## config.mk

```make
export PLATFORM = sky130hd
export DESIGN_NAME = serial_tx_drain
export DESIGN_NICKNAME = d
export VERILOG_FILES = /design/src/rtl/serial_pkg.sv /design/src/rtl/serial_baud_gen.sv /design/src/rtl/serial_tx_drain.sv
export SDC_FILE = /design/constraint.sdc
export NUM_CORES = 1
export LEC_CHECK = 0
export CORE_MARGIN = 3
export CORE_UTILIZATION = 55
export CTS_BUF_LIST = sky130_fd_sc_hd__clkbuf_8
export DETAILED_ROUTE_END_ITERATION = 16
export GPL_TIMING_DRIVEN = 0
export PLACE_DENSITY_LB_ADDON = 0.08
export SLEW_MARGIN = 20
export SYNTH_ARGS = -nofsm -noshare
export SYNTH_HDL_FRONTEND = slang
export SYNTH_HIERARCHICAL = 1
export SYNTH_SLANG_ARGS = --single-unit
```

## constraint.sdc

```tcl
create_clock -name clk -period 2.5 [get_ports clk]
set_input_delay 0.25 -clock clk [delete_from_list [all_inputs] [get_ports clk]]
set_output_delay 0.25 -clock clk [all_outputs]
set_load 0.1 [all_outputs]
```

## src/rtl/serial_pkg.sv

```systemverilog
// Shared types and constants for the serial transmit path.
package serial_pkg;

  localparam int DATA_BITS = 8;

  // Added to the XOR of the data bits: 1'b0 gives even parity, 1'b1 odd.
  localparam logic PARITY_ODD = 1'b0;

  typedef enum logic [2:0] {
    IDLE,
    FETCH,
    LOAD,
    START,
    DATA,
    PARITY,
    STOP
  } state_e;

  function automatic logic calc_parity(input logic [DATA_BITS-1:0] d);
    return (^d) ^ PARITY_ODD;
  endfunction

endpackage

```

## src/rtl/serial_baud_gen.sv

```systemverilog
// Bit-cycle counter: wraps every CLKS_PER_BIT cycles and restarts from 0 on request.
module serial_baud_gen #(
  parameter int CLKS_PER_BIT = 16
) (
  input  logic clk,
  input  logic rst_n,
  input  logic restart,
  output logic bit_end,
  output logic bit_end_next
);

  localparam int CW = (CLKS_PER_BIT > 1) ? $clog2(CLKS_PER_BIT) : 1;
  localparam logic [CW-1:0] LAST = CW'(CLKS_PER_BIT - 1);

  logic [CW-1:0] cnt_q, cnt_d;

  always_comb begin
    cnt_d = cnt_q + 1'b1;
    if (restart || (cnt_q == LAST)) begin
      cnt_d = '0;
    end
  end

  always_ff @(posedge clk or negedge rst_n) begin
    if (!rst_n) begin
      cnt_q <= '0;
    end else begin
      cnt_q <= cnt_d;
    end
  end

  assign bit_end      = (cnt_q == LAST);
  assign bit_end_next = (cnt_d == LAST);

endmodule

```

## src/rtl/serial_tx_drain.sv

```systemverilog
// Pops bytes from the serial FIFO and shifts them out as 8N1 frames.
// Define SERIAL_TX_PARITY_EN to insert an even-parity bit before the stop bit.
module serial_tx_drain
  import serial_pkg::*;
#(
  parameter int CLKS_PER_BIT = 16
) (
  input  logic                 clk,
  input  logic                 rst_n,
  input  logic                 fifo_empty,
  input  logic [DATA_BITS-1:0] fifo_rd_data,
  output logic                 fifo_rd_en,
  input  logic                 tx_en,
  output logic                 tx_line,
  output logic                 busy,
  output logic                 byte_done
);

  localparam int IW = $clog2(DATA_BITS);

  state_e               state_q, state_d;
  logic [DATA_BITS-1:0] shift_q, shift_d;
  logic [IW-1:0]        bit_idx_q, bit_idx_d;
  logic                 tx_line_q, tx_line_d;
  logic                 rd_en_q, rd_en_d;
  logic                 done_q, done_d;
  logic                 bit_end, bit_end_next, restart;
`ifdef SERIAL_TX_PARITY_EN
  logic                 parity_q, parity_d;
`endif

  // Every state change restarts the bit timer so each state sees a full bit period.
  assign restart = (state_d != state_q);

  serial_baud_gen #(
    .CLKS_PER_BIT(CLKS_PER_BIT)
  ) u_baud (
    .clk         (clk),
    .rst_n       (rst_n),
    .restart     (restart),
    .bit_end     (bit_end),
    .bit_end_next(bit_end_next)
  );

  always_comb begin
    state_d = state_q;
    unique case (state_q)
      IDLE:  if (tx_en && !fifo_empty) state_d = FETCH;
      FETCH: state_d = LOAD;
      LOAD:  state_d = START;
      START: if (bit_end) state_d = DATA;
      DATA: begin
        if (bit_end && (bit_idx_q == IW'(DATA_BITS - 1))) begin
`ifdef SERIAL_TX_PARITY_EN
          state_d = PARITY;
`else
          state_d = STOP;
`endif
        end
      end
`ifdef SERIAL_TX_PARITY_EN
      PARITY: if (bit_end) state_d = STOP;
`endif
      STOP: if (bit_end) state_d = (tx_en && !fifo_empty) ? FETCH : IDLE;
      default: state_d = IDLE;
    endcase
  end

  // Outputs are computed from the next state so they can be registered without lag.
  always_comb begin
    shift_d   = shift_q;
    bit_idx_d = bit_idx_q;
    if (state_q == LOAD) begin
      shift_d = fifo_rd_data;
    end else if ((state_q == DATA) && bit_end) begin
      shift_d = shift_q >> 1;
    end
    if (state_q != DATA) begin
      bit_idx_d = '0;
    end else if (bit_end) begin
      bit_idx_d = bit_idx_q + 1'b1;
    end
`ifdef SERIAL_TX_PARITY_EN
    parity_d = parity_q;
    if (state_q == LOAD) parity_d = calc_parity(fifo_rd_data);
`endif
    rd_en_d   = (state_d == FETCH);
    done_d    = (state_d == STOP) && bit_end_next;
    tx_line_d = 1'b1;
    case (state_d)
      START:   tx_line_d = 1'b0;
      DATA:    tx_line_d = shift_d[0];
`ifdef SERIAL_TX_PARITY_EN
      PARITY:  tx_line_d = parity_q;
`endif
      default: tx_line_d = 1'b1;
    endcase
  end

  always_ff @(posedge clk or negedge rst_n) begin
    if (!rst_n) begin
      state_q   <= IDLE;
      shift_q   <= '0;
      bit_idx_q <= '0;
      tx_line_q <= 1'b1;
      rd_en_q   <= 1'b0;
      done_q    <= 1'b0;
`ifdef SERIAL_TX_PARITY_EN
      parity_q  <= 1'b0;
`endif
    end else begin
      state_q   <= state_d;
      shift_q   <= shift_d;
      bit_idx_q <= bit_idx_d;
      tx_line_q <= tx_line_d;
      rd_en_q   <= rd_en_d;
      done_q    <= done_d;
`ifdef SERIAL_TX_PARITY_EN
      parity_q  <= parity_d;
`endif
    end
  end

  assign tx_line    = tx_line_q;
  assign fifo_rd_en = rd_en_q;
  assign byte_done  = done_q;
  assign busy       = (state_q != IDLE);

endmodule

```

==> results.yml <==
floorplanning:
  core_sq_um: 1840
  start_util_pct: 61.7
  die_area_sq_um: 2640
  die_y_um: 51.4
  io_pins: 16
  fp-row-count: 15
  die_x_um: 51.4
logic_synthesis:
  synth-compound-area-share_pct: 14.9
  synth_cells: 106
  synth.avg_cell_area_sq_um: 10.7
  synth_top_cell_by_area: "dfrtp_1"
  muxShareOfSynthArea_pct: 7.06
  syn_nets: 121
  yosysSeqAreaShare_pct: 46.4
  synth_cell_types: 39
  netlist_area_sq_um: 1130
  synth_simple_gate_area_share_pct: 22.4
  synth_top_family_by_area: "simple AND/OR/NAND/NOR gates"
  synth-edff-count: 0
  synth_fa_ha_area_share_pct: 3.31
  yosysTopAreaCellShare_pct: 44.1
  synthArstFlopShare_pct: 100
  ys_ff_latch: 21
  yosysWarnings: 6
  synthTopCellsByArea: "dfrtp_1 (44%), mux2i_1 (7.1%), ha_1 (3.3%), nand2b_1 (3.3%), nand2_1 (3.0%)"
  ys.flop_type: "dfrtp_1"
  synth_xor_area_share_pct: 2.32
timing:
  fin_skew_ps: 1.89
  slew_headroom_pct: 35.6
  hold_viol: 0
  tns_ps: 0
  fin_crit_ps: 2330
  tightest_slew_ps: 962
  finalMaxSlewViolations: 0
  setup_viol: 0
  post-route-period-util_pct: 93.2
  rsz0062_at_grt: "no"
  fmax_ghz: 0.429
worst_setup_path:
  worstReg2RegEnd: "byte_done$_DFF_PN0_"
  cp.arrival_ps: 2530
  critPathCaptureType: "register"
  rr_worst_depth: 8
  critPathLaunch: "u_baud/cnt_q[0]$_DFF_PN0_"
  crit_slowest_cell: "dfrtp_1"
  cp-start-kind: "register"
  endpoint: "byte_done$_DFF_PN0_"
  crit_path_max_incr_delay_ps: 450
  critPathRequiredTime_ps: 2700
  crit_family: "simple AND/OR/NAND/NOR gates"
  crit_cells: 8
  reg2reg_setup_slack_ps: 170
  cp_max_fo: 10
  worst-path-buf-inv: 1
  r2r-start: "u_baud/cnt_q[0]$_DFF_PN0_"
  path_cells: "ha_1 -> and3_2 -> buf_4 -> nand2b_1 -> o32a_1 -> nand2b_1 -> nor4b_2 -> and2_1"
  worstSetupPathType: "register to register"
  crit_path_frequent_cell: "nand2b_1"
pwr:
  p_int_w: 0.000725
  powerDensity_nw_per_um2: 819
  p_leak_nw: 0.589
  power_frac_clock_pct: 20.1
  ir_drop_mv: 0.620
  seq_power_share_pct: 46.5
  p_sw_w: 0.000390
  swShare_pct: 35.0
  combinationalPowerShare_pct: 33.3
global_route:
  grt_pass1_vias: 824
  grt_max_degree: 22
  antenna_found_initial: 0
  grtUsageTotal_pct: 18.9
  grt_pass1_wl_um: 3700
  overflow: 0
detailed_routing:
  wirelength_um: 2190
  drtAntennaViolNets: 0
  drtIter0Drc: 9
  avgViaCountPerCell: 5.48
  post-route-drc-count: 0
  dr.pass1.iters: 4
  routedWlPerCell_um: 14.6
  vias: 822
placed_design:
  placed_cell_area_sq_um: 1320
  io_buffers: 15
  gp_congestion: 0.820
  dp_hpwl_um: 1610
cells_and_area:
  multi_input_area_sq_um: 567
  layout_common_cells: "dfrtp_1 (20), clkdlybuf4s50_1 (14), nand2_1 (9)"
  layout_commonest_cell: "dfrtp_1"
  design_area_sq_um: 1360
  layout.nets: 141
  syn2layout_area_growth_pct: 20.0
  antennaDiodeCount: 0
  regArea_sq_um: 527
  layout-drive-gt1-share_pct: 14.4
  fill_cells: 145
flow_run:
  maxCapViolCount: 0
cts:
  cts_tree: "yes"
  root_buffer: "clkbuf_8"
  cts_buffers: 3
  clock_latency_ps: 260
  post-cts-setup-buffers: 0
  htreeDepth: 1
  clockBufferDepth: 2
  cts_sinks: 21
  cts_resized: 1
  cts_hold_buf: 0
  clk_pin_slew_worst_paths_ps: 80
status:
  status: "completed"
min_path:
  min_path_type: "primary input to async pin"
area by class of cell:
class	instances	area share [%]
inverter	3	0.827
clock inverter	1	0.368
clock buffer	3	3.03
tap	25	2.30
timing repair buffer	15	10.9
sequential	21	38.7
buffer	5	2.21
multi-input combinational	77	41.6
how the worst min path moves through the flow:
stage	startpoint	endpoint	slack, ps	depth (start not counted)
final	rst_n	state_q[0]$_DFF_PN0_	500	1
after CTS	shift_q[7]$_DFFE_PN0P_	shift_q[7]$_DFFE_PN0P_	520	1
after floorplan	rst_n	bit_idx_q[0]$_DFFE_PN0P_	-50	0
after global placement	u_baud/cnt_q[3]$_DFF_PN0_	u_baud/cnt_q[3]$_DFF_PN0_	490	1
after detailed placement	shift_q[7]$_DFFE_PN0P_	shift_q[7]$_DFFE_PN0P_	500	1
after global routing	fifo_rd_data[3]	shift_q[3]$_DFFE_PN0P_	530	3
cells in the mapped netlist (2+ instances only):
cell	count
nor3_1	4
o21ai_1	6
inv_1	3
ha_1	3
a21oi_1	4
nand3b_1	2
buf_2	3
xnor2_1	3
nor2b_1	2
nor2_1	7
mux2i_1	8
nand2_1	9
dfrtp_1	20
nand2b_1	6
buf_4	2
state kept, by name, summed over array words and instances (netlist names):
| register | cells |
|---|---|
| state_q | 3 |
| tx_line | 1 |
| byte_done | 1 |
| bit_idx_q | 3 |
| shift_q | 8 |
| u_baud/cnt_q | 4 |
| fifo_rd_en | 1 |
stage by stage:
stage	util (%)	total power (W)	hold slack, ps	instances	setup slack, ps
floorplan	-	0.000796	-45.6	106	422
global placement	71.6	0.000872	490	146	252
detailed placement	71.6	0.000893	497	146	203
CTS	74.0	0.00112	522	150	179
global route	74.0	0.00119	534	150	38.1
finish	74.0	0.00111	504	150	171
power groups by stage:
| stage | sequential, W | combinational (W) | clock, W |
|---|---|---|---|
| floorplan | 0.000529 | 0.000266 | 0 |
| global route | 0.000532 | 0.000412 | 0.000242 |
| finish | 0.000519 | 0.000372 | 0.000224 |
| CTS | 0.000518 | 0.000371 | 0.000228 |
| detailed placement | 0.000524 | 0.000370 | 0 |
| global placement | 0.000519 | 0.000353 | 0 |
metal layers:
metal	wire length [um]	up-vias	track usage, %
met3	80	7	4.66
met1	1030	382	24.2
li1	-	416	-
met4	40	0	6.55
met5	0	-	0
met2	1030	17	30.9
cells by family (layout without fill, tap and decap cells):
logic type                 Yosys count  count (layout)
and+or+nand+nor                     40              40
xor gates and xnor gates             3               3
DFF                                 21              21
AOI/OAI and AO/OA                   23              23
buffers and inverters                8              27
adders and majority gates            3               3
muxes                                8               8
No activity file was read; power rests on OpenSTA's default activity.
